`config.mk`:
```
export PLATFORM = sky130hd
export DESIGN_NAME = id_operand_scoreboard
export DESIGN_NICKNAME = d
export VERILOG_FILES = /design/src/rtl/id_operand_scoreboard.sv
export SDC_FILE = /design/constraint.sdc
export NUM_CORES = 1
export LEC_CHECK = 0
export CAP_MARGIN = 0
export CORE_ASPECT_RATIO = 1.25
export CORE_MARGIN = 2
export CORE_UTILIZATION = 39
export CTS_CLUSTER_DIAMETER = 80
export DETAILED_ROUTE_END_ITERATION = 10
export PLACE_DENSITY_LB_ADDON = 0.08
export SLEW_MARGIN = 20
export SYNTH_ARGS = -nofsm -noshare
export SYNTH_HDL_FRONTEND = slang
export SYNTH_SLANG_ARGS = --single-unit
```
`constraint.sdc`:
```
create_clock -name clk -period 2.74 [get_ports clk]
set_input_delay 0.411 -clock clk [delete_from_list [all_inputs] [get_ports clk]]
set_output_delay 0.411 -clock clk [all_outputs]
set_load 0.02 [all_outputs]
```
`src/rtl/id_operand_scoreboard.sv`:
```
// ID-stage operand resolution with prioritised forwarding, a per-register load
// countdown scoreboard and the ID/EX operand latch. Optional: ID_ZERO_REG_EN.
module id_operand_scoreboard #(
  parameter int DATA_W     = 32,
  parameter int REG_ADDR_W = 5,
  parameter int FWD_STAGES = 2,
  parameter int LD_LAT     = 1
) (
  input  logic                             clk,
  input  logic                             reset,
  input  logic                             if_en,
  input  logic [REG_ADDR_W-1:0]            ra_addr,
  input  logic [REG_ADDR_W-1:0]            rb_addr,
  input  logic [DATA_W-1:0]                gpr_rd_data_0,
  input  logic [DATA_W-1:0]                gpr_rd_data_1,
  input  logic [FWD_STAGES-1:0]            fwd_en,
  input  logic [FWD_STAGES-1:0]            fwd_gpr_we_,
  input  logic [FWD_STAGES*REG_ADDR_W-1:0] fwd_dst_addr,
  input  logic [FWD_STAGES*DATA_W-1:0]     fwd_data,
  input  logic                             issue_gpr_we_,
  input  logic [REG_ADDR_W-1:0]            issue_dst_addr,
  input  logic                             issue_is_load,
  input  logic                             stall,
  input  logic                             flush,
  output logic [DATA_W-1:0]                ra_data,
  output logic [DATA_W-1:0]                rb_data,
  output logic                             ld_hazard,
  output logic                             id_en,
  output logic [DATA_W-1:0]                id_ra_data,
  output logic [DATA_W-1:0]                id_rb_data,
  output logic                             sb_busy
);

  localparam int REG_NUM = 2 ** REG_ADDR_W;
  localparam int CNT_W   = $clog2(LD_LAT + 1);
  localparam logic [CNT_W-1:0] CNT_LOAD = CNT_W'(LD_LAT);

  logic [CNT_W-1:0] sb_cnt [REG_NUM];
  logic [CNT_W-1:0] sb_nxt [REG_NUM];
  logic             any_nxt;
  logic             ra_pend, rb_pend;
  logic             issue, ld_issue;

  // Walk from the oldest stage to the youngest so the youngest match wins.
  function automatic logic [DATA_W-1:0] resolve(
    input logic [REG_ADDR_W-1:0]            addr,
    input logic [DATA_W-1:0]                gpr,
    input logic [FWD_STAGES-1:0]            en,
    input logic [FWD_STAGES-1:0]            we_,
    input logic [FWD_STAGES*REG_ADDR_W-1:0] dst,
    input logic [FWD_STAGES*DATA_W-1:0]     data
  );
    logic [DATA_W-1:0] res;
    res = gpr;
    for (int k = FWD_STAGES - 1; k >= 0; k--) begin
      if (en[k] && !we_[k] && (dst[k*REG_ADDR_W +: REG_ADDR_W] == addr))
        res = data[k*DATA_W +: DATA_W];
    end
`ifdef ID_ZERO_REG_EN
    if (addr == '0) res = '0;
`endif
    return res;
  endfunction

  always_comb begin
    ra_data = resolve(ra_addr, gpr_rd_data_0, fwd_en, fwd_gpr_we_, fwd_dst_addr, fwd_data);
    rb_data = resolve(rb_addr, gpr_rd_data_1, fwd_en, fwd_gpr_we_, fwd_dst_addr, fwd_data);
  end

  always_comb begin
    ra_pend = (sb_cnt[ra_addr] != '0);
    rb_pend = (sb_cnt[rb_addr] != '0);
`ifdef ID_ZERO_REG_EN
    if (ra_addr == '0) ra_pend = 1'b0;
    if (rb_addr == '0) rb_pend = 1'b0;
`endif
    ld_hazard = if_en & (ra_pend | rb_pend);
    issue     = if_en & ~ld_hazard & ~stall & ~flush;
    ld_issue  = issue & issue_is_load & ~issue_gpr_we_;
`ifdef ID_ZERO_REG_EN
    if (issue_dst_addr == '0) ld_issue = 1'b0;
`endif
  end

  // NOTE: every combinational output gets a default before any conditional
  // override; otherwise a path that skips the assignment infers a latch.
  always_comb begin
    any_nxt = 1'b0;
    for (int r = 0; r < REG_NUM; r++) begin
      sb_nxt[r] = (sb_cnt[r] != '0) ? sb_cnt[r] - CNT_W'(1) : '0;
      if (flush)
        sb_nxt[r] = '0;
      else if (ld_issue && (issue_dst_addr == REG_ADDR_W'(r)))
        sb_nxt[r] = CNT_LOAD;
      any_nxt = any_nxt | (sb_nxt[r] != '0);
    end
  end

  // NOTE: the counter array is ordinary flops, not a RAM, so it is reset; a
  // stale count surviving reset would raise a phantom hazard.
  always_ff @(posedge clk) begin
    if (reset) begin
      for (int r = 0; r < REG_NUM; r++) sb_cnt[r] <= '0;
      sb_busy <= 1'b0;
    end else begin
      for (int r = 0; r < REG_NUM; r++) sb_cnt[r] <= sb_nxt[r];
      sb_busy <= any_nxt;
    end
  end

  // NOTE: state uses non-blocking assignments so every flop samples values
  // from before the edge, independent of statement order.
  always_ff @(posedge clk) begin
    if (reset) begin
      id_en      <= 1'b0;
      id_ra_data <= '0;
      id_rb_data <= '0;
    end else if (flush) begin
      id_en <= 1'b0;
    end else if (!stall) begin
      id_en      <= if_en & ~ld_hazard;
      id_ra_data <= ra_data;
      id_rb_data <= rb_data;
    end
  end

endmodule

```
# [Word-level counts from Yosys, hierarchy flattened]
# Memory sizes are Yosys's and may differ from the RTL's.
# Cells that the tools add are included.
[word_totals] ramBits=32 input_bits=164 word_cells=324 mem_count=1 ff_bits=66
[memory_table] memory="sb_cnt" depth=32 width=1 rd=34 rd_clocked_by_memory_dff=0 write_ports=32 line="38" text="logic [CNT_W-1:0] sb_cnt [REG_NUM];"
[classes] eq_ne=35 reduce_logical=43 n_bitwise=74 mux=135 add_sub_neg=32
[op_table] operator="1-bit 2-to-1 mux" count=131
[op_table] operator="32-bit 2-to-1 mux" count=4
[op_table] operator="5-bit equality test, second input constant" count=16
[op_table] operator="1-bit OR" count=64
[op_table] operator="5-bit by 4-bit equality test with 1-bit output, second input constant" count=8
[op_table] operator="1-bit logical AND" count=38
[op_table] operator="1-bit subtractor, second input constant" count=32
[op_table] operator="5-bit by 3-bit equality test with 1-bit output, second input constant" count=4
[op_table] operator="5-bit equality test" count=4
[op_table] operator="5-bit by 2-bit equality test with 1-bit output, second input constant" count=2
[op_table] operator="1-bit bitwise AND" count=6
[op_table] operator="5-bit by 1-bit equality test with 1-bit output, second input constant" count=1
[op_table] operator="5-bit logical NOT" count=1
[op_table] operator="1-bit inverter" count=4
[op_table] operator="1-bit logical NOT" count=2
[op_table] operator="2-bit AND reduction" count=1
[op_table] operator="2-bit OR reduction" count=1

# [Longest topological paths before layout]
# An unclocked memory read counts as a cell.
[logic_depth] word_depth=43 mapped_depth=10

# [Worst setup path before layout]
# Ideal clock, no wire load.
[synth_path] path_type="in2out" start="input rb_addr[0]" end="output ld_hazard" slack_ns=0.205 arrival_time_ns=2.124 t_required_ns=2.329 stages=10 path_cell_list="buf_2 > buf_6 > mux2i_1 > nand2_1 > nand3_1 > nand2_1 > or4_4 > buf_6 > buf_6 > and2_1"
[synth_between] elab_chain_len=3
[synth_rtl] element="start: declaration" line="13" text="input logic [REG_ADDR_W-1:0] rb_addr,"
[synth_rtl] element="memory 32 x 1 bit"
[synth_rtl] element="1-bit OR" line="77" text="ld_hazard = if_en & (ra_pend | rb_pend);"
[synth_rtl] element="1-bit bitwise AND" line="77"
[synth_rtl] element="end: declaration" line="27" text="output logic ld_hazard,"
# No other way between the ends.

# [Worst setup path after layout]
[layout_path] start="input ra_addr[4]" end="output ra_data[0]"
[layout_between] elab_chain_len=4 elab_cells_between_ends=6 cone_classes="eq/ne (2); mux (2); reduce/logical (2)"
[layout_rtl] element="start: declaration" line="12" text="input logic [REG_ADDR_W-1:0] ra_addr,"
[layout_rtl] element="5-bit equality test" line="56" text="if (en[k] && !we_[k] && (dst[k*REG_ADDR_W +: REG_ADDR_W] == addr))"
[layout_rtl] element="1-bit logical AND" line="56"
[layout_rtl] element="32-bit 2-to-1 mux" line="56"
[layout_rtl] element="32-bit 2-to-1 mux (*)" line="56"
[layout_rtl] element="end: declaration" line="25" text="output logic [DATA_W-1:0] ra_data,"
# Every way passes the cells marked *; elsewhere a longest branch is shown, timed or not.

==> run metrics <==
status=completed; reg2reg start=sb_cnt[16]; Slew headroom=a little over two thirds; CP peak stage delay=~310 ps; global-route wire length before repair=38,900 microns; ranking of synthesized cells by area=dfxtp_1, mux2i_1, a22o_1; clock tree root buffer cell=clkbuf_16; WL final=26,700 microns; crit end category=output pin; Max Cap Violations=0; R2R depth=6; DR WL/cell=24.3 microns; Hold WC Path Type=flip-flop to flip-flop; FF/Latch Area=0.00196 sq mm; Die W=108 microns; CTS tree=done; Final Hold Viols=0; critical-path cell list=dlygate4sd2_1 > xor2_1 > nor4_2 > buf_4 > nand3_4 > buf_6 > buf_6 > buf_16 > a21oi_2 > buf_4; worst r2r dst=sb_cnt[2]; Crit. Startpoint=ra_addr[4]; Hold Slack=476 ps; gr ovfl total=0; RSZ-0062 raised after global routing=true; f_max=between 300 and 400 MHz; die area=approximately 0.015 sq mm; dpl hpwl=17,200 microns; Leak=4.19 nW; CP arrival=~2300 ps; Seq cells post-synth=98; Syn Area/Cell=roughly 9.4 sq um; cts bufs inserted=9; initial drt markers=375; Worst setup SP type=input pin; Rows=47; area delta synth->final=91.8%; final worst setup slack=29.7 ps; fill count=920; initial antenna violation count=0; GRT Total Usage=35.4%; via density per instance=5.67; Synth cell types=35; CTS Buffer Depth=2; Slew @ Worst Pin=452 ps; initial cell density of the core=around 40%; total power=0.00409 W; slowest CP cell=nor4_2; reg2reg setup slack=570 ps; Ant. Diodes=0; Post-CTS Hold Buffers=0; CP Max Fanout=11; worst-skew pair later-pin latency=340 ps; first-pass iteration count of the detailed router=4; Post-Syn Area=0.00530 sq mm; YS warnings=0; clock transition at the registers of the reported paths=60 ps; Seq/Total Area, Yosys=between 30% and 40%; largest net degree at the start of global routing=65; post-route ant nets=0; vias in the first global route=6,409; Final setup viols=0; Final #Nets=1,089; crit share post-route=a little over nine tenths; Post-Synthesis Net Count=729; Pins Over Slew Limit=0; worst slack at placement=-694 ps; vias=6,247; minimum clock period=2710 ps; share of layout cells above drive strength 1=34.2%; area leader, netlist=dfxtp_1; multi-input logic area=0.00370 sq mm; Ports=295; Die H=134 microns; Fin Clk Skew=8.18 ps; CP endpoint=ra_data[0]; IO Port Bufs=around 290; routability cong.=0.914; worst vdd ir=396 uV; post-synth top area share=37.0%; core area=about 0.013 sq mm; CTS Sinks=98; critical path class=input pin to output pin; Power Density=402 mW/mm^2; # DRC=0; Synth Instances=565; Critical Path RT=2330 ps; H-tree lvl count=3
-- synth_stat cells --
| cell | n |
|---|---|
| mux2i_1 | 95 |
| nor4_2 | 3 |
| a22oi_1 | 8 |
| a22o_1 | 64 |
| nor4_1 | 32 |
| nand2_1 | 15 |
| buf_1 | 1 |
| a2111oi_2 | 1 |
| o21ai_1 | 1 |
| nand2b_1 | 3 |
| clkbuf_1 | 27 |
| nand4b_1 | 2 |
| buf_6 | 10 |
| nor3_1 | 2 |
| a21oi_2 | 30 |
| or4_4 | 1 |
| or3_1 | 2 |
| nand3_1 | 11 |
| and2_1 | 3 |
| or4_1 | 1 |
| or3b_2 | 2 |
| xnor2_1 | 7 |
| xor2_1 | 13 |
| nor2_1 | 69 |
| nand3b_1 | 6 |
| nand4_1 | 1 |
| buf_2 | 7 |
| nor2b_1 | 4 |
| inv_1 | 1 |
| a21oi_1 | 39 |
| a211oi_1 | 2 |
| nor4b_4 | 1 |
| and2b_1 | 2 |
| o32ai_1 | 1 |
| dfxtp_1 | 98 |
-- cells by family (layout without fill, tap and decap cells) --
family          Yosys count  count (layout)  share of synthesized area [%]
buf+inv                  46             411                           4.84
flops                    98              98                           37.0
xor+xnor                 20              20                           3.30
simple gates            160             160                           15.8
mux                      95              95                           17.9
compound gates          146             146                           21.2
-- cell type report --
type	instances	share of cell area [%]
clock inverters	6	0.861
well taps	171	2.10
multi-input cells	421	36.4
repair buffers	394	38.9
inverters	1	0.0369
flip-flops and latches	98	19.3
clock buffers	10	2.35
-- per-layer routing --
layer / global-route usage (%) / share of wire (%)
met3: 10.3 / 8.4
met5: 0 / 0
met2: 63.1 / 51
met4: 14.0 / 4.2
met1: 39.1 / 36
-- how the worst min path moves through the flow --
stage | depth (start not counted) | from | to | slack (ps)
4_1_cts | 1 | id_ra_data[15] | id_ra_data[15] | 480
3_3_place_gp | 2 | id_en | id_en | 460
2_1_floorplan | 1 | reset | id_en | 530
6_report | 1 | id_rb_data[22] | id_rb_data[22] | 480
5_1_grt | 1 | id_rb_data[14] | id_rb_data[14] | 490
3_5_place_dp | 1 | id_rb_data[22] | id_rb_data[22] | 450
-- sequential cells by signal, indices dropped and copies added (netlist names) --
| register | count |
|---|---|
| id_rb_data | 32 |
| id_ra_data | 32 |
| sb_cnt | 32 |
| sb_busy | 1 |
| id_en | 1 |
-- cell usage in the layout, fill, tap and decap left out, types with 4 or more instances in the layout --
master	n
nand3_1	9
dlygate4sd2_1	9
dfxtp_1	98
nand2_1	15
xor2_1	13
clkbuf_2	4
nor2_1	44
a21oi_4	16
a22o_1	64
nor2_4	11
a21oi_1	15
nor4_1	29
clkdlybuf4s15_2	4
clkdlybuf4s50_1	210
buf_2	29
nor4_2	6
buf_6	25
buf_12	9
bufbuf_16	5
a21oi_2	38
mux2i_4	13
buf_4	86
mux2i_2	17
buf_16	9
xnor2_1	6
mux2i_1	65
a22oi_1	8
clkbuf_16	9
nand3b_1	6
nor2_2	14
-- critical path, delay by kind of cell --
| family | cells | cell delay [ps] |
|---|---|---|
| AO/OA/AOI/OAI | 1 | 180 |
| AND/OR/NAND/NOR | 2 | 420 |
| XOR/XNOR | 1 | 190 |
| buffers and inverters | 6 | 1090 |
-- power breakdown --
group	switching [W]	internal [W]	leakage [nW]
Clock	0.000576	0.000828	0.163
Combinational	0.000573	0.000615	3.23
Sequential	0.0000281	0.00147	0.797
Total	0.00118	0.00292	4.19
-- metrics by stage --
stage / setup TNS, ps / instances / instance area (sq um) / util [%]
after floorplan: 0 / 565 / 5300 / -
after global placement: -39340 / 1054 / 8840 / 66.5
after detailed placement: -42680 / 1054 / 8840 / 66.5
after CTS: 0 / 1099 / 9980 / 75.1
after global routing: -63.0 / 1101 / 10200 / 76.5
final: 0 / 1101 / 10200 / 76.5
-- what timing repair did --
| action | CTS | global route |
|---|---|---|
| resized for setup | 407 | 57 |
| setup endpoints to repair | 65 | 61 |
| cloned | 13 | 0 |
| setup buffers | 17 | 2 |
| pin swaps | 17 | 18 |
(Power assumes the default switching activity.)
